$ cat config.mk
export PLATFORM = sky130hd
export DESIGN_NAME = imem_loader_flat
export DESIGN_NICKNAME = d
export VERILOG_FILES = /design/src/rtl/imem_loader_pkg.sv /design/src/rtl/imem_loader_if.sv /design/src/rtl/imem_loader_word_assembler.sv /design/src/rtl/imem_loader.sv /design/src/flat_wrapper.sv
export SDC_FILE = /design/constraint.sdc
export NUM_CORES = 1
export LEC_CHECK = 0
export BUFFER_PORTS_ARGS = -buffer_cell sky130_fd_sc_hd__buf_4
export CELL_PAD_IN_SITES_DETAIL_PLACEMENT = 0
export CELL_PAD_IN_SITES_GLOBAL_PLACEMENT = 1
export CORE_AREA = 3 3 111 113
export CTS_CLUSTER_DIAMETER = 40
export DETAILED_ROUTE_END_ITERATION = 10
export DIE_AREA = 0 0 114 116
export HOLD_SLACK_MARGIN = 0.02
export PLACE_DENSITY_LB_ADDON = 0.1
export SLEW_MARGIN = 40
export SYNTH_ARGS = -nofsm -noshare
export SYNTH_HDL_FRONTEND = slang
export SYNTH_HIERARCHICAL = 1
export SYNTH_SLANG_ARGS = --single-unit
$ cat constraint.sdc
create_clock -name clk_i -period 2.65 [get_ports clk_i]
set_clock_uncertainty 0.1 [all_clocks]
set_input_delay 0.53 -clock clk_i [delete_from_list [all_inputs] [get_ports clk_i]]
set_output_delay 0.53 -clock clk_i [all_outputs]
set_load 0.02 [all_outputs]
$ cat src/rtl/imem_loader_pkg.sv
// Shared types and sizing helpers for the instruction-memory loader.
package loader_pkg;

    typedef enum logic [2:0] {
        IDLE,
        COUNT,
        DATA,
        CSUM,
        DONE,
        ERROR
    } loader_state_t;

    localparam int DATAWIDTH_DEF  = 32;
    localparam int BYTES_PER_WORD = DATAWIDTH_DEF / 8;

    // Bytes per word for an arbitrary word width (width is a multiple of 8).
    function automatic int bytes_per_word(input int dw);
        return dw / 8;
    endfunction

    // Index/address width that never collapses to zero bits.
    function automatic int addr_width(input int n);
        return (n <= 2) ? 1 : $clog2(n);
    endfunction

endpackage

$ cat src/rtl/imem_loader_if.sv
// Byte-stream input and imem write port of the loader.
// Signal suffixes are from the loader's point of view.
interface imem_loader_if #(
    parameter int DATAWIDTH = 32,
    parameter int ADDRW     = 5
);
    logic                 byte_valid_i;
    logic [7:0]           byte_i;
    logic                 byte_ready_o;
    logic                 mem_we_o;
    logic [ADDRW-1:0]     mem_waddr_o;
    logic [DATAWIDTH-1:0] mem_wdata_o;

    // Loader side: consumes the stream, drives the memory write port.
    modport master (
        input  byte_valid_i, byte_i,
        output byte_ready_o, mem_we_o, mem_waddr_o, mem_wdata_o
    );

    // Host/memory side.
    modport slave (
        output byte_valid_i, byte_i,
        input  byte_ready_o, mem_we_o, mem_waddr_o, mem_wdata_o
    );
endinterface

$ cat src/rtl/imem_loader_word_assembler.sv
// Little-endian byte-lane assembler: shifts accepted bytes into lanes and
// flags the byte that completes a word. word_o already contains the byte
// currently being accepted, so the caller can capture a full word in the
// same cycle the strobe is high.
module loader_word_assembler
    import loader_pkg::*;
#(
    parameter int DATAWIDTH = 32
) (
    input  logic                 clk_i,
    input  logic                 rst_i,
    input  logic                 clr_i,
    input  logic                 byte_we_i,
    input  logic [7:0]           byte_i,
    output logic [DATAWIDTH-1:0] word_o,
    output logic                 word_done_o
);
    localparam int BPW  = bytes_per_word(DATAWIDTH);
    localparam int IDXW = addr_width(BPW);

    logic [IDXW-1:0]      idx_q;
    logic [DATAWIDTH-1:0] word_q;

    // Current word with the incoming byte merged into its lane.
    always_comb begin
        word_o = word_q;
        for (int l = 0; l < BPW; l++) begin
            if (idx_q == IDXW'(l)) word_o[l*8 +: 8] = byte_i;
        end
        word_done_o = byte_we_i && (idx_q == IDXW'(BPW - 1));
    end

    // Lane storage and byte index; index wraps after the last lane.
    always_ff @(posedge clk_i or posedge rst_i) begin
        if (rst_i) begin
            idx_q  <= '0;
            word_q <= '0;
        end else if (clr_i) begin
            idx_q  <= '0;
            word_q <= '0;
        end else if (byte_we_i) begin
            word_q <= word_o;
            idx_q  <= word_done_o ? '0 : idx_q + 1'b1;
        end
    end

endmodule

$ cat src/rtl/imem_loader.sv
// Streams a length-prefixed, XOR-checksummed image into imem and keeps the
// core in reset until the whole image has been written and verified.
// Stream format: N, then N little-endian words, then XOR of all data bytes.
module imem_loader
    import loader_pkg::*;
#(
    parameter int DATAWIDTH = DATAWIDTH_DEF,
    parameter int NUMWORDS  = 32,
    parameter int ADDRW     = addr_width(NUMWORDS)
) (
    input  logic          clk_i,
    input  logic          rst_i,
    input  logic          start_i,
    imem_loader_if.master bus,
    output logic          cpu_rst_o,
    output logic          busy_o,
    output logic          done_o,
    output logic          error_o
);
    loader_state_t        state_q, state_d;
    logic [7:0]           n_q;
    logic [ADDRW-1:0]     word_cnt_q;
    logic [7:0]           csum_q;
    logic                 mem_we_q;
    logic [ADDRW-1:0]     mem_waddr_q;
    logic [DATAWIDTH-1:0] mem_wdata_q;

    logic                 byte_ready;
    logic                 accept;
    logic                 start_load;
    logic                 data_acc;
    logic                 last_word;
    logic                 word_done;
    logic [DATAWIDTH-1:0] word_full;

    assign accept     = bus.byte_valid_i && byte_ready;
    assign start_load = start_i && (state_q inside {IDLE, DONE, ERROR});
    assign data_acc   = accept && (state_q == DATA);
    assign last_word  = (8'(word_cnt_q) == (n_q - 8'd1));

    loader_word_assembler #(.DATAWIDTH(DATAWIDTH)) u_asm (
        .clk_i       (clk_i),
        .rst_i       (rst_i),
        .clr_i       (start_load),
        .byte_we_i   (data_acc),
        .byte_i      (bus.byte_i),
        .word_o      (word_full),
        .word_done_o (word_done)
    );

    // State register.
    always_ff @(posedge clk_i or posedge rst_i) begin
        if (rst_i) state_q <= IDLE;
        else       state_q <= state_d;
    end

    // Next-state: length byte, data words, checksum byte, then verdict.
    always_comb begin
        state_d = state_q;
        case (state_q)
            IDLE, DONE, ERROR: if (start_i) state_d = COUNT;
            COUNT: begin
                if (accept) begin
                    if (bus.byte_i == 8'd0 || bus.byte_i > 8'(NUMWORDS)) state_d = ERROR;
                    else                                                 state_d = DATA;
                end
            end
            DATA:    if (word_done && last_word) state_d = CSUM;
            CSUM:    if (accept) state_d = (bus.byte_i == csum_q) ? DONE : ERROR;
            default: state_d = IDLE;
        endcase
    end

    // Status outputs decoded straight from the state register.
    always_comb begin
        byte_ready = 1'b0;
        busy_o     = 1'b0;
        done_o     = 1'b0;
        error_o    = 1'b0;
        cpu_rst_o  = 1'b1;
        case (state_q)
            COUNT, DATA, CSUM: begin
                byte_ready = 1'b1;
                busy_o     = 1'b1;
            end
            DONE:    begin done_o = 1'b1; cpu_rst_o = 1'b0; end
            ERROR:   error_o = 1'b1;
            default: ;
        endcase
    end

    // Counters, checksum and the registered imem write port. The write
    // registers are separate from lane storage so the next word can start
    // filling while the previous one is being written.
    always_ff @(posedge clk_i or posedge rst_i) begin
        if (rst_i) begin
            n_q         <= '0;
            word_cnt_q  <= '0;
            csum_q      <= '0;
            mem_we_q    <= 1'b0;
            mem_waddr_q <= '0;
            mem_wdata_q <= '0;
        end else begin
            mem_we_q <= word_done;
            if (start_load) begin
                n_q        <= '0;
                word_cnt_q <= '0;
                csum_q     <= '0;
            end else begin
                if (accept && state_q == COUNT) n_q <= bus.byte_i;
                if (data_acc) csum_q <= csum_q ^ bus.byte_i;
                if (word_done) begin
                    mem_waddr_q <= word_cnt_q;
                    mem_wdata_q <= word_full;
                    word_cnt_q  <= word_cnt_q + 1'b1;
                end
            end
        end
    end

    assign bus.byte_ready_o = byte_ready;
    assign bus.mem_we_o     = mem_we_q;
    assign bus.mem_waddr_o  = mem_waddr_q;
    assign bus.mem_wdata_o  = mem_wdata_q;

endmodule
$ cat src/flat_wrapper.sv
// flat-port wrapper written by rule: the top's interface ports become plain ports
module imem_loader_flat import loader_pkg::*;
#(
    parameter int DATAWIDTH = DATAWIDTH_DEF,
    parameter int NUMWORDS  = 32,
    parameter int ADDRW     = addr_width(NUMWORDS)
)
  (clk_i, rst_i, start_i, cpu_rst_o, busy_o, done_o, error_o, bus_byte_valid_i, bus_byte_i, bus_byte_ready_o, bus_mem_we_o, bus_mem_waddr_o, bus_mem_wdata_o);
  imem_loader_if #(.DATAWIDTH(DATAWIDTH), .ADDRW(ADDRW)) bus_i ();
  input  logic clk_i;
  input  logic rst_i;
  input  logic start_i;
  output logic cpu_rst_o;
  output logic busy_o;
  output logic done_o;
  output logic error_o;
  input wire logic [$bits(bus_i.byte_valid_i)-1:0] bus_byte_valid_i;
  input wire logic [$bits(bus_i.byte_i)-1:0] bus_byte_i;
  output wire logic [$bits(bus_i.byte_ready_o)-1:0] bus_byte_ready_o;
  output wire logic [$bits(bus_i.mem_we_o)-1:0] bus_mem_we_o;
  output wire logic [$bits(bus_i.mem_waddr_o)-1:0] bus_mem_waddr_o;
  output wire logic [$bits(bus_i.mem_wdata_o)-1:0] bus_mem_wdata_o;
  assign bus_i.byte_valid_i = bus_byte_valid_i;
  assign bus_i.byte_i = bus_byte_i;
  assign bus_byte_ready_o = bus_i.byte_ready_o;
  assign bus_mem_we_o = bus_i.mem_we_o;
  assign bus_mem_waddr_o = bus_i.mem_waddr_o;
  assign bus_mem_wdata_o = bus_i.mem_wdata_o;
  imem_loader #(.DATAWIDTH(DATAWIDTH), .NUMWORDS(NUMWORDS), .ADDRW(ADDRW)) u_core (.clk_i(clk_i), .rst_i(rst_i), .start_i(start_i), .bus(bus_i), .cpu_rst_o(cpu_rst_o), .busy_o(busy_o), .done_o(done_o), .error_o(error_o));
endmodule
Word level (Yosys, flattened, before mapping). Index checks and enable logic that the tools add are counted. Widths: inputs -> output; s select.

Register bits after elaboration: 96. Bits of input ports: 12. Output and inout port bits: 43. Logic and storage cells: 73.

Add/subtract/negate cells: 3. Order comparisons: 1. Equal/unequal tests: 14. Multiplexer cells: 26. Bitwise operators: 2. Reductions and logical operators: 18.

Operators with widths (count): $mux 32 (2); $mux 8 (8); $mux 3 (5); $pmux 3 s4 (1); $mux 5 (2); $eq 5x8->1 (1); $eq 8x8->1 (1); $gt 8x6->1 const B (1); $logic_not 8->1 (1); $sub 8x1->8 const B (1); $xor 8x8->8 (1); $eq 3x2->1 const B (2); $eq 3x3->1 const B (2); $logic_and 1x1->1 (6); $mux 2 (3); $reduce_bool 2->1 (3); $reduce_or 3->1 (2); $add 5x1->5 const B (1); $mux 1 (5); $eq 2x2->1 const B (2); $ne 2x1->1 const B (2); $ne 2x2->1 const B (2); $reduce_and 4->1 (1); $eq 3x1->1 const B (1); other kinds (8) (8).

Logic depth before layout (Yosys ltp).
Word-level depth: 9. Mapped depth: 12. Depth with buffers taken out: 10.

Modules after synthesis. The synthesis kept the hierarchy.

Modules (own cells, without submodules): imem_loader (times used 1, cells an instance 254, area an instance 2827.7 um2, seq. area each 1551.5 um2); loader_word_assembler (times used 1, cells an instance 165, area an instance 1976.9 um2, seq. area each 850.8 um2).

Least setup slack after synthesis. No wires, ideal clock.

Kind: register to register. From: reg u_core.state_q[1]. To: reg u_core.mem_waddr_q[0] (netlist: u_core/bus.mem_waddr_o[0]). Setup time: 0.125 ns. Arrival time: 2.425 ns. Required time: 2.425 ns. Slack: 0.001 ns. Stages on the path, launching flop included: 12. Buffers on the path: 4. Clock period less this slack: 2.649 ns. Cells stage by stage: dfrtp_1 -> clkbuf_1 -> and3_1 -> nand2_1 -> clkinv_1 -> buf_6 -> nand2_2 -> inv_2 -> clkbuf_1 -> nand2_2 -> buf_4 -> mux2_2.

Word-level cells in the longest chain between the ends: 7. Elaborated cells between the ends (all ways): 15. Classes of those cells: eq/ne: 5; mux: 1; bitwise: 1; reduce/logical: 8.

RTL lines: start: declaration (RTL line imem_loader.sv:20) `loader_state_t state_q, state_d;`; start signal: assignment (RTL line imem_loader.sv:54) `else state_q <= state_d;`; $eq 3x2->1 (tied with other cells) (RTL line imem_loader.sv:81) `case (state_q)`; $reduce_or 3->1 (RTL line imem_loader.sv:81); $mux 1 (RTL line imem_loader.sv:81); $logic_and 1x1->1 (RTL line imem_loader.sv:36) `assign accept = bus.byte_valid_i && byte_ready;`; $logic_and 1x1->1 (*) (RTL line imem_loader.sv:38) `assign data_acc = accept && (state_q == DATA);`; named net u_core.data_acc (RTL line imem_loader.sv:31) `logic data_acc;`; $logic_and 1x1->1 (*) (RTL line imem_loader_word_assembler.sv:30) `word_done_o = byte_we_i && (idx_q == IDXW'(BPW - 1));`; named net u_core.word_done (RTL line imem_loader.sv:33) `logic word_done;`; $reduce_and 2->1 (no source line) (*); end signal: assignment (RTL line imem_loader.sv:113) `mem_waddr_q <= word_cnt_q;`; end: declaration (RTL line imem_loader.sv:25) `logic [ADDRW-1:0] mem_waddr_q;`.

The timed path passes the listed nets; every way through them passes the cells marked *. A chain may end at the register's enable or synchronous reset.

Final worst setup path.
From: reg u_core.state_q[0]. To: reg u_core.csum_q[1].

Word-level cells in the longest chain between the ends: 6. Elaborated cells between the ends (all ways): 14. Classes of those cells: eq/ne: 5; mux: 2; reduce/logical: 7.

RTL lines: $eq 3x2->1 (tied with other cells) (RTL line imem_loader.sv:81); $reduce_or 3->1 (RTL line imem_loader.sv:81); $mux 1 (RTL line imem_loader.sv:81); $logic_and 1x1->1 (RTL line imem_loader.sv:36); $logic_and 1x1->1 (RTL line imem_loader.sv:38); $reduce_bool 2->1 (no source line); end signal: assignment (RTL line imem_loader.sv:111) `if (data_acc) csum_q <= csum_q ^ bus.byte_i;`; end: declaration (RTL line imem_loader.sv:23) `logic [7:0] csum_q;`.

Parallel ways exist; a longest one is shown, timed or not.

==> metrics.txt <==
Post-CTS Hold Fix Bufs=0; post-DP HPWL=between 7 and 8 mm; crit path from=u_core/state_q[0]; Die W=between 100 and 150 um; Synth Instances=approximately 420; Synth top cells by count=dfrtp_1, mux2_2, nand2b_1; #FFs+latches synth=96; Synth Area in Adders=0.0156; Final Util=0.498; slowest stage cell, crit path=or3b_1; FMAX=~0.45 GHz; number of global-route vias before repair=approximately 3400; grt peak-use layer=met2; Min-Delay Path Class=primary input to asynchronous set/reset pin; worst r2r src=u_core/state_q[0]; cells along the critical path=nor2b_1, or3b_1, inv_1, buf_12, nor2_1, o21ai_0, o21ai_0; Synth Area in XOR/XNOR=0.0328; Required @ worst endpoint=roughly 2800 ps; final hold violations=0; Crit. End Element=flip-flop; hold slack=approximately 160 ps; routed wire length=between 10 and 15 mm; syn_nets=between 400 and 500; Longest Clk Path Bufs=2; Cell variety after synth=39; Rel. slew slack=0.607; mux contribution to synthesized area=0.233; simple-gate share of the synthesized area=0.136; Slew Viols, Final=0; number of remaining DRC errors=0; area leader, netlist=dfrtp_1; Die Y-Extent=116 um; Reg power frac=0.453; DR WL/cell=18.2 um; pwr dens=about 600 nW/um^2; max-cap viol count=0; CTS tree=built; period utilisation layout=0.832; grt met1 use=0.254; worst vdd ir=0.000345 V; n_diodes=0; Port Buffer Count=54; Tmin final=roughly 2200 ps; final instance area=5680 um^2; Fillers=about 1100; Post-synth EDFFs=0; Yosys top cell area share=0.500; initial antenna violation count=0; sequential fraction of the synthesis area=0.500; post-route ant nets=0; first-pass GRT wire length=around 19 mm; # IOs=55; clock sink total=between 90 and 100; final setup fails=0; top post-synthesis cells by area=dfrtp_1, mux2_2, mux2i_1, nand2b_1, o21ai_0; area of the die=13200 um^2; CP peak stage delay=roughly 500 ps; routed vias/inst=between 5 and 6; H-tree depth=3; Cell Int Power=around 2.6 mW; Area growth syn-to-layout=18.3%; gp weighted congestion=0.818; Worst Setup Start Kind=flip-flop; post_cts resized=0; syn avg cell area=11.5 um^2; Most common cell on crit path=o21ai_0; critical path peak fanout=between 50 and 60; DR iter-0 viols=121; Setup TNS=0 ps; FP Rows=39; global route total overflow=0; CTS Buf Count=9; DP Area=5380 um^2; measured slew at the worst slew-check pin=589 ps; Compound-Gate Fraction of Synth Area=0.0456; initial core utilization=0.421; Skew-Pair Late Insertion Delay=around 350 ps; GR Util met3=0.0428; core area=11400 um^2; Setup Buffers After CTS=0; fraction of layout cells with a size suffix above 1=0.320; drt pass-1 iters=4; Post-Syn Area=between 4000 and 5000 um^2; Gate power share=0.158; Pleak=about 2.9 nW; largest net degree at the start of global routing=between 50 and 60; Reg clk slew, reported paths=60 ps; Net Switching=933 uW; RSZ-0062 raised after global routing=no; setup slack, reg-to-reg=450 ps; Post-synth top flop=dfrtp_1; Worst EP arrival=around 2300 ps; Final #Nets=492; CTS root buf=clkbuf_16; ys async rst share=1.00; gr usage total=0.184; Ys Warns=6; clock group share of total power=0.388; status=finished, final reports clean; top-count cell post-synth=dfrtp_1; total number of vias=3181; Net Sw Frac=0.267; met2 usage=0.295; largest family of logic cells by synthesized area=multiplexers; critical path class=flip-flop to flip-flop
## final timing paths
path | endpoint | cells past startpoint
max in group asynchronous | u_core/state_q[1] | 3
max reg2reg | u_core/csum_q[1] | 7
min in group clk_i | u_core/state_q[2] | 2
min | u_core/bus.mem_wdata_o[0] | 2
min reg2reg | u_core/csum_q[3] | 1
max | u_core/csum_q[1] | 7
## critical path, delay by kind of cell, from the launching register on
kind	cells	cell delay (ps)
AND/OR/NAND/NOR	3	860
buffers and inverters	2	370
flip-flops	1	450
AO/OA/AOI/OAI	2	300
## power groups by stage
stage / sequential, mW / combinational, mW / clock, mW
CTS: 1.59 / 0.565 / 1.41
detailed placement: 1.61 / 0.562 / 0
floorplan: 1.59 / 0.398 / 0
global route: 1.59 / 0.626 / 1.45
global placement: 1.61 / 0.561 / 0
finish: 1.59 / 0.554 / 1.36
## state kept, by name (all words and copies together) (netlist names)
register	cells
u_core/bus.mem_waddr_o	5
u_core/bus.mem_wdata_o	32
u_core/bus.mem_we_o	1
u_core/csum_q	8
u_core/n_q	8
u_core/state_q	3
u_core/u_asm/idx_q	2
u_core/u_asm/word_q	32
u_core/word_cnt_q	5
## metrics by stage
stage               worst slack [ps]  instances  total power [mW]
floorplan                      0.757        419              1.98
global placement                 374        606              2.17
detailed placement               362        606              2.17
CTS                              434        621              3.56
global route                     223        621              3.67
finish                           446        621              3.50
## routing by layer
layer | wire length, um | share of wire
met4 | 131 | 0.012
met3 | 429 | 0.038
met2 | 5350 | 0.47
met1 | 5410 | 0.48
met5 | 0 | 0
## logic make-up (layout without fill, tap and decap cells)
group           after synthesis  after routing
xor+xnor                     18             18
compound gates               37             37
buf+inv                      34             93
flops                        96             96
mux                         103            103
fa+ha+maj                     6              6
simple gates                125            125
## final cells by class
type / instances / area (um^2) / share of cell area
sequential: 96 / 2400 / 0.423
multi-input combinational: 289 / 2220 / 0.391
timing repair buffer: 65 / 526 / 0.0925
clock buffer: 12 / 236 / 0.0416
tap: 143 / 179 / 0.0315
clock inverter: 3 / 67.6 / 0.0119
inverter: 13 / 48.8 / 0.00859
## layout by cell type, fill, tap and decap left out, types with 2 or more instances in the layout
cell type / n
nand2_2: 4
buf_12: 3
clkbuf_16: 9
nand4_1: 3
ha_1: 6
buf_4: 62
inv_2: 2
xnor2_1: 11
a21oi_1: 3
nand3_1: 7
or3_1: 2
clkbuf_1: 3
nand2b_1: 45
inv_1: 10
nor2_1: 23
and3_1: 3
mux2i_1: 34
nor3_1: 2
nor2b_1: 2
mux2_2: 69
o21ai_0: 22
dfrtp_1: 96
nand2_1: 28
nor4b_1: 2
o31ai_1: 4
o22ai_1: 2
xor2_1: 7
bufinv_16: 2
Note: power is estimated with default switching activity, not from simulation.
